==> src/rtl/x_mult_ctrl.sv <==
//==============================================================================
// Module      : x_mult_ctrl
// Description : Sequential radix-2 Booth signed multiplier with start/abort,
//               advance enable and a one-cycle completion strobe.
// Revision    : 1.0 - initial release
//==============================================================================
`default_nettype none

module x_mult_ctrl #(
    parameter int WIDTH = 32
) (
    input  logic             clk,
    input  logic             clrn,
    input  logic             ena,
    input  logic             ctrl_mult,
    input  logic [WIDTH-1:0] data_operandA,
    input  logic [WIDTH-1:0] data_operandB,
    output logic [WIDTH-1:0] data_result,
    output logic             data_exception,
    output logic             data_resultRDY,
    output logic             busy
);

    typedef enum logic [1:0] {
        ST_IDLE = 2'd0,
        ST_RUN  = 2'd1,
        ST_DONE = 2'd2
    } state_t;

    localparam logic [5:0] C_LAST_CNT = 6'(WIDTH);

    state_t           r_state, w_state_n;
    logic [5:0]       r_cnt, w_cnt_n;
    logic [WIDTH-1:0] r_a, w_a_n;
    logic [WIDTH:0]   r_acc, w_acc_n;
    logic [WIDTH-1:0] r_q, w_q_n;
    logic             r_qm1, w_qm1_n;
    logic [WIDTH-1:0] r_result, w_result_n;
    logic             r_exc, w_exc_n;
    logic             r_rdy, w_rdy_n;
    logic [WIDTH:0]   w_a_ext;
    logic [WIDTH:0]   w_sum;

    always_ff @(posedge clk or negedge clrn) begin
        if (!clrn) begin
            r_state  <= ST_IDLE;
            r_cnt    <= '0;
            r_a      <= '0;
            r_acc    <= '0;
            r_q      <= '0;
            r_qm1    <= 1'b0;
            r_result <= '0;
            r_exc    <= 1'b0;
            r_rdy    <= 1'b0;
        end else begin
            r_state  <= w_state_n;
            r_cnt    <= w_cnt_n;
            r_a      <= w_a_n;
            r_acc    <= w_acc_n;
            r_q      <= w_q_n;
            r_qm1    <= w_qm1_n;
            r_result <= w_result_n;
            r_exc    <= w_exc_n;
            r_rdy    <= w_rdy_n;
        end
    end

    always_comb begin
        w_state_n  = r_state;
        w_cnt_n    = r_cnt;
        w_a_n      = r_a;
        w_acc_n    = r_acc;
        w_q_n      = r_q;
        w_qm1_n    = r_qm1;
        w_result_n = r_result;
        w_exc_n    = r_exc;
        w_rdy_n    = r_rdy;

        // ACC carries one extra bit so that subtracting -2^(WIDTH-1) stays exact
        w_a_ext = {r_a[WIDTH-1], r_a};
        case ({r_q[0], r_qm1})
            2'b01:   w_sum = r_acc + w_a_ext;
            2'b10:   w_sum = r_acc - w_a_ext;
            default: w_sum = r_acc;
        endcase

        if (ena) begin
            w_rdy_n = 1'b0;
            if (ctrl_mult) begin
                w_a_n     = data_operandA;
                w_acc_n   = '0;
                w_q_n     = data_operandB;
                w_qm1_n   = 1'b0;
                w_cnt_n   = '0;
                w_state_n = ST_RUN;
            end else begin
                case (r_state)
                    ST_RUN: begin
                        w_acc_n = {w_sum[WIDTH], w_sum[WIDTH:1]};
                        w_q_n   = {w_sum[0], r_q[WIDTH-1:1]};
                        w_qm1_n = r_q[0];
                        w_cnt_n = r_cnt + 6'd1;
                        if (w_cnt_n == C_LAST_CNT) begin
                            w_state_n  = ST_DONE;
                            w_rdy_n    = 1'b1;
                            w_result_n = w_q_n;
                            w_exc_n    = (w_acc_n[WIDTH-1:0] != {WIDTH{w_q_n[WIDTH-1]}});
                        end
                    end
                    ST_DONE: w_state_n = ST_IDLE;
                    default: w_state_n = ST_IDLE;
                endcase
            end
        end
    end

    assign data_result    = r_result;
    assign data_exception = r_exc;
    assign data_resultRDY = r_rdy;
    assign busy           = (r_state == ST_RUN);

endmodule

`default_nettype wire

==> config.mk <==
export PLATFORM = sky130hd
export DESIGN_NAME = x_mult_ctrl
export DESIGN_NICKNAME = d
export VERILOG_FILES = /design/src/rtl/x_mult_ctrl.sv
export SDC_FILE = /design/constraint.sdc
export NUM_CORES = 1
export LEC_CHECK = 0
export ABC_CLOCK_PERIOD_IN_PS = 6460
export BUFFER_PORTS_ARGS = -buffer_cell sky130_fd_sc_hd__buf_2
export CAP_MARGIN = 30
export CELL_PAD_IN_SITES_DETAIL_PLACEMENT = 0
export CELL_PAD_IN_SITES_GLOBAL_PLACEMENT = 1
export CORE_MARGIN = 2
export CORE_UTILIZATION = 46
export CTS_CLUSTER_DIAMETER = 50
export DETAILED_ROUTE_END_ITERATION = 8
export PLACE_DENSITY_LB_ADDON = 0.1
export SLEW_MARGIN = 20
export SYNTH_ARGS = -nofsm -noshare
export SYNTH_HDL_FRONTEND = slang
export SYNTH_SLANG_ARGS = --single-unit
==> constraint.sdc <==
create_clock -name clk -period 6.46 [get_ports clk]
set_clock_uncertainty 0.1 [all_clocks]
set_input_delay 0.646 -clock clk [delete_from_list [all_inputs] [get_ports clk]]
set_output_delay 0.646 -clock clk [all_outputs]
set_load 0.02 [all_outputs]
==> metrics.md, run 1 <==
| Metric | Value |
|---|---|
| Status | finished, final reports clean |
| Antenna violations before repair | 0 |
| Synth area leaders | dfrtp_1, mux2_2, o21ai_0 |
| CTS tree | built |
| Setup Fix Bufs, Post-CTS | 0 |
| Placed wire-length estimate | about 15000 um |
| Main synth FF type | dfrtp_1 |
| Number of synthesized flops with an enable pin | 0 |
| Cell taking the most area after synthesis | dfrtp_1 |
| Design area | between 9000 and 10000 um2 |
| All-Layer GR Usage | between 20% and 30% |
| Layout area overhead | 15.7% |
| Hold-fix buffers, CTS | 0 |
| Core Footprint | 18600 um2 |
| Element type at the critical path start | register |
| Worst Max-Slew Pin Slew | just over 800 ps |
| Area share of the largest cell type after synthesis | approximately two fifths |
| Hold Path Class | in2async |
| Antenna-violating nets left | 0 |
| Rel. slew slack | between 40% and 50% |
| Synth cell count leaders | dfrtp_1, nand2_1, o21ai_0 |
| Total clock sinks | 139 |
| Final non-filler cell total | between 1000 and 1500 |
| Peak supply drop | 217 uV |
| RR Endpoint | data_exception |
| Total Wirelength | 21600 um |
| Dpl cells | between 1000 and 1500 |
| Die Span X | 141 um |
| Worst r2r src | r_a[2] |
| Unique masters post-synth | between 60 and 70 |
| Kind of critical path | reg2reg |
| Layout cells sized above 1 | about a quarter |
| Crit end category | register |
| Post-DP Area | 9360 um2 |
| Initial DRC Count | between 300 and 400 |
| Reg clk slew, reported paths | 70 ps |
| Tmin final | 5280 ps |
| DRC violations left | 0 |
| Clk root buf | clkbuf_16 |
| Max-cap violations | 0 |
| Worst reg-to-reg setup slack | between 1000 and 1500 ps |
| Syn avg cell area | 9.47 um2 |
| WP data required | 6650 ps |
| Wire length per cell | approximately 17 um |
| Endpoints failing setup | 0 |
| Vias in the first global route | slightly below 7000 |
| Io pins | 103 |
| Layout Nets | ~1100 |
| Worst r2r path cells | 18 |
| PwrDens | 382 nW/um2 |
| Global route overflow | 0 |
| Filler cells | about 1800 |
| Syn Nets | ~1000 |
| Gate Count Post-Synth | roughly 900 |
| Fin Setup TNS | 0 ps |
| Pre-antenna DRT Iters | 5 |
| Period utilization | 81.7% |
| Clk buf depth | 2 |
| Max Slew Vio Count | 0 |
| Post-synth ARST share | 100% |
| Critical path peak fanout | 8 |
| Post_cts resized | 0 |
| Seq/Total Area, Yosys | roughly two fifths |
| RSZ-0062 raised after global routing | false |
| Initial Util | 46.5% |
| Vias post-DR | 7047 |
| Most frequent cell after synthesis | dfrtp_1 |
| First-pass GRT wire length | 36200 um |
| Vias per inst | ~5.7 |
| GPL Wtd Cong | a little under 0.9 |
| Leak | about 0.0046 uW |
| Crit path DAT | 5460 ps |
| Mapped cell area | approximately 8600 um2 |
| Clk_lat worst skew | roughly 430 ps |
| Largest net degree at the start of global routing | 74 |
| Fmax | ~190 MHz |
| Die H | 141 um |
| Yosys warns | 0 |
| Inserted Clock Buffers | 17 |
| CTS H-Tree Depth | 4 |
| Die ar. | just under 20000 um2 |
| Antenna cells | 0 |
| Port Buffers | 102 |
| Seq cells post-synth | around 140 |
| Row count | 50 |
| Final hold viol count | 0 |
-- per-stage QoR --
step                      worst slack [ps]  util, %  total power, uW  hold WS [ps]
final                                 1180     53.7             3810           116
after global routing                   626     53.7             4090           180
after CTS                             1180     53.7             3840           160
after detailed placement              1200     50.4             2790           369
after global placement                1410     50.4             2800           358
after floorplan                       1910        -             2380           250
-- report_power, final --
group | switching (uW) | leakage, uW | internal (uW) | total, uW
clock | 466 | 0.000300 | 561 | 1030
combinational | 989 | 0.00256 | 670 | 1660
sequential | 129 | 0.00179 | 999 | 1130
total | 1580 | 0.00465 | 2230 | 3810
-- layout make-up --
cell class | count | area (um2) | area share [%]
Multi-Input combinational cell | 708 | 4920 | 49.3
Sequential cell | 139 | 3480 | 34.8
Timing Repair Buffer | 113 | 599 | 6.00
Clock buffer | 17 | 425 | 4.26
Tap cell | 234 | 293 | 2.93
Clock inverter | 15 | 194 | 1.94
Inverter | 20 | 75.1 | 0.752
-- cells by family (layout without fill, tap and decap cells) --
family,Yosys count,in the layout,share of synthesized area (%)
buf+inv,64,165,2.84
simple gates,276,276,15.8
fa+ha+maj,36,36,5.31
xor+xnor,53,53,5.38
compound gates,236,236,17.0
mux,107,107,13.4
flops,139,139,40.3
-- registers in the layout (all words and copies together), names as in the netlist --
register and flops:
data_result 32, r_a 32, r_acc 32, r_q 32, r_cnt 6, r_state 2
data_exception 1, data_resultRDY 1, r_qm1 1
-- layer usage --
metal | vias up | global-route usage [%] | share of wire, %
li1 | 3484 | - | -
met1 | 3393 | 31.3 | 47
met2 | 150 | 36.9 | 47
met3 | 20 | 4.55 | 4.7
met4 | 0 | 7.53 | 1.9
met5 | - | 0 | 0
-- worst max path at each step --
stage / cells past startpoint / end / slack (ps) / startpoint
2_1_floorplan: 19 / data_exception / 1910 / r_a[3]
6_report: 18 / data_exception / 1180 / r_a[2]
4_1_cts: 18 / data_exception / 1180 / r_a[2]
3_3_place_gp: 18 / data_exception / 1410 / r_a[2]
5_1_grt: 18 / data_exception / 630 / r_a[2]
3_5_place_dp: 18 / data_exception / 1200 / r_a[3]
-- critical path, cell delays in order, from the launching register on --
cell,delay (ps)
dfrtp_1,440
nor2_1,140
nor4b_1,680
nor4bb_1,290
buf_4,200
a21oi_1,80
xnor2_1,140
ha_1,410
nand4_1,210
nor3_1,280
o2111ai_1,210
nand4b_1,180
a21oi_1,80
o31ai_1,210
mux2_2,360
a2111oi_1,500
mux2_2,390
a21oi_1,120
a32oi_1,100
-- placed cells by master (no fill, tap or decap), types with 17 or more instances in the layout --
cell type  synthesis  layout
nor3_1            25      25
xnor2_1           41      41
clkbuf_16          0      17
a22o_1            19      19
o21ai_0           88      88
dfrtp_1          139     139
nand2_1          112     112
mux2i_1           38      38
nor2_1            48      48
nand3_1           17      17
mux2_2            69      69
ha_1              35      35
a21oi_1           62      62
inv_1             20      20
buf_2              4     101
(Power assumes the default switching activity.)
==> inputs of run 2 (changes only) <==
Settings changed: ABC_AREA set to 1, ABC_CLOCK_PERIOD_IN_PS 6460 to 4700, CORE_UTILIZATION 46 to 39.
Clock period 6.46 ns to 4.7 ns, I/O delays scaled along.
==> run 2 against run 1 <==
Effect of this change:
- sequential power increased by 30%
- utilization decreased by 8.1 points
- worst hold slack gained 55 ps
- highest routed layer is now met5
- register-to-register slack worse by 620 ps
- design area increased by 10%
- synthesized cell count grew 52%
- die area up 29%
- largest cell class unchanged
- via count rose by 26%
- count of clock-buffer cells in the layout grew 1
- sequential cell count did not move
- maximum frequency up 27%
- setup slack got worse by 620 ps
==> metrics.md, run 2 <==
| Metric | Value |
|---|---|
| Status | finished, final reports clean |
| GPL Wtd Cong | about 0.89 |
| First-pass GRT wire length | about 45000 um |
| Total clock sinks | between 100 and 150 |
| Area share of the largest cell type after synthesis | a little over a third |
| Yosys warns | 0 |
| CTS H-Tree Depth | 4 |
| Seq cells post-synth | about 140 |
| Largest net degree at the start of global routing | 77 |
| Period utilization | between 80% and 90% |
| Filler cells | between 2000 and 3000 |
| Critical Path Slowest Stage Cell | dfrtp_1 |
| CTS tree | built |
| Kind of critical path | reg2reg |
| Pre-antenna DRT Iters | 5 |
| Leak | 0.00590 uW |
| Clk_lat worst skew | 430 ps |
| Reg clk slew, reported paths | around 70 ps |
| Antenna-violating nets left | 0 |
| WL met3 | 1460 um |
| Layout area overhead | 15.6% |
| Gate Count Post-Synth | roughly 1400 |
| Syn Nets | between 1000 and 1500 |
| Wire length per cell | ~15 um |
| All-Layer GR Usage | 22.4% |
| Cell taking the most area after synthesis | dfrtp_1 |
| Main synth FF type | dfrtp_1 |
| Setup Fix Bufs, Post-CTS | 0 |
| Fin util | 45.7% |
| Compound-Gate Fraction of Synth Area | between 10% and 20% |
| WL met2 | roughly 13000 um |
| Largest family of logic cells by synthesized area | simple AND/OR/NAND/NOR gates |
| Port Buffers | slightly above 100 |
| DRC violations left | 0 |
| Uppermost layer routed | met5 |
| Core Footprint | roughly 24000 um2 |
| Synth cell count leaders | nand2_1, inv_1, dfrtp_1 |
| Peak supply drop | between 200 and 300 uV |
| Fmax | 242 MHz |
| Most common cell after layout, fill and taps aside | nand2_1 |
| Element type at the critical path start | register |
| RSZ-0062 raised after global routing | false |
| Fraction of synthesized area in multiplexers | 2.37% |
| Vias in the first global route | about 8500 |
| Seq/Total Area, Yosys | between 30% and 40% |
| Clk buf depth | 2 |
| Antenna violations before repair | 4 |
| Clk root buf | clkbuf_16 |
| Max-cap violations | 0 |
| Die ar. | between 20000 and 30000 um2 |
| Mapped cell area | 9520 um2 |
| Worst Max-Slew Pin Slew | roughly 690 ps |
| Hold Path Class | in2reg |
| Post-Synth Simple-Gate Area | around 30% |
| Syn avg cell area | a little under 7 um2 |
| Post-synth ARST share | 100% |
| Row count | between 50 and 60 |
| Buffers & Inverters on Critical Path | 3 |
| Max Slew Vio Count | 0 |
| Inserted Clock Buffers | 17 |
| Synth area leaders | dfrtp_1, nand2_1, inv_1 |
| CP delay by family, top | simple AND/OR/NAND/NOR gates |
| Endpoints failing setup | 0 |
| WP data required | 4930 ps |
| Io pins | a little over 100 |
| Rel. slew slack | 54.0% |
| Total Wirelength | roughly 28000 um |
| Vias per inst | a little under 5 |
| Xor and xnor area share after synthesis | 3.13% |
| Vias post-DR | between 8000 and 9000 |
| Crit end category | register |
| Crit path DAT | about 4400 ps |
| Unique masters post-synth | 41 |
| Initial Util | 39.5% |
| Met1 WL | approximately 13000 um |
| Hold-fix buffers, CTS | 1 |
| Number of synthesized flops with an enable pin | 0 |
| CP max stage delay | ~400 ps |
| Initial DRC Count | approximately 560 |
| Global route overflow | 0 |
| Adder-cell share of the synthesized area | under 10% |
| Layout Nets | roughly 1600 |
| Most frequent cell after synthesis | nand2_1 |
| Fin Setup TNS | 0 ps |
| Die H | about 160 um |
| Commonest non-fill, non-tap cells in the layout | nand2_1, inv_1, dfrtp_1 |
| Post_cts resized | 0 |
| Die Span X | ~160 um |
| Tmin final | 4140 ps |
| Placed wire-length estimate | 21500 um |
| Critical path peak fanout | 5 |
| PwrDens | ~480 nW/um2 |
| Final hold viol count | 0 |
| Layout cells sized above 1 | between 10% and 20% |
## run 2: cell count changes after synthesis, sizes merged, moves of 19 or more
cell | previous run | this run
nand2 | 112 | 424
inv | 20 | 230
nand3 | 17 | 95
nor2 | 48 | 120
mux2 | 69 | 20
mux2i | 38 | 0
xnor2 | 41 | 14
o211ai | 8 | 33
a21oi | 66 | 43
o22ai | 2 | 25
a22o | 19 | 0
## run 2: worst register-to-register path: stages, from the launching register on
cell,delay (ps)
dfrtp_1,400
inv_2,80
ha_1,160
nand3_1,100
nor2_1,200
inv_1,90
nor2_1,130
a41oi_1,170
nor2_1,270
o21ai_0,170
xor2_1,180
ha_1,380
nand2_1,160
nor2_1,250
nand2_1,160
nor2_1,130
nand2_1,90
nand3_1,100
nand3_1,100
nand2_1,110
nand2_1,50
nand3_1,80
nand3_1,120
nor2_1,110
nand3_1,80
nand2_1,60
inv_1,30
## run 2: final cells by class
class / instances / area (um2) / share of cell area (%)
Multi-Input combinational cell: 971 / 5000 / 45.4
Sequential cell: 139 / 3480 / 31.6
Inverter: 231 / 867 / 7.88
Timing Repair Buffer: 117 / 697 / 6.33
Clock buffer: 18 / 429 / 3.90
Tap cell: 324 / 405 / 3.68
Clock inverter: 14 / 125 / 1.14
Antenna cell: 2 / 5.00 / 0.0455
## run 2: cell families (layout without fill, tap and decap cells)
kind of cell	count (synthesis)	in the layout
other	0	2
AO/OA/AOI/OAI	207	207
XOR/XNOR	34	34
flip-flops	139	139
buffers and inverters	273	380
adder cells (fa/ha/maj)	36	36
multiplexers	20	20
AND/OR/NAND/NOR	674	674
## run 2: worst paths after layout
| kind | cells past startpoint | slack, ps | end | from |
|---|---|---|---|---|
| worst max-delay path | 26 | 560 | data_exception | r_a[1] |
| worst min-delay path | 2 | 170 | r_a[28] | data_operandA[28] |
| worst max register to register | 26 | 560 | data_exception | r_a[1] |
| worst min register to register | 2 | 380 | r_state[0] | r_state[0] |
| max in group asynchronous | 4 | 2950 | r_q[15] | clrn |
| min in group asynchronous | 2 | 390 | data_result[25] | clrn |
## run 2: layer usage
layer  vias up  track usage (%)
met3        26             4.65
met5         -                0
met4         2             5.00
met2       194             36.5
met1      4090             30.8
li1       4585                -
## run 2: report_power, final
group	leakage [uW]	switching, uW	internal [uW]
sequential	0.00178	110	1360
combinational	0.00385	1690	814
clock	0.000261	597	696
## run 2: through the flow
step	area [um2]	power [uW]	instances	worst slack (ps)	hold slack [ps]
2_1_floorplan	9520	3260	1383	1280	74.4
5_1_grt	11000	5710	1815	63.7	164
3_3_place_gp	10300	3960	1777	580	360
3_5_place_dp	10400	3970	1779	553	284
6_report	11000	5260	1816	561	171
4_1_cts	11000	5290	1812	531	164
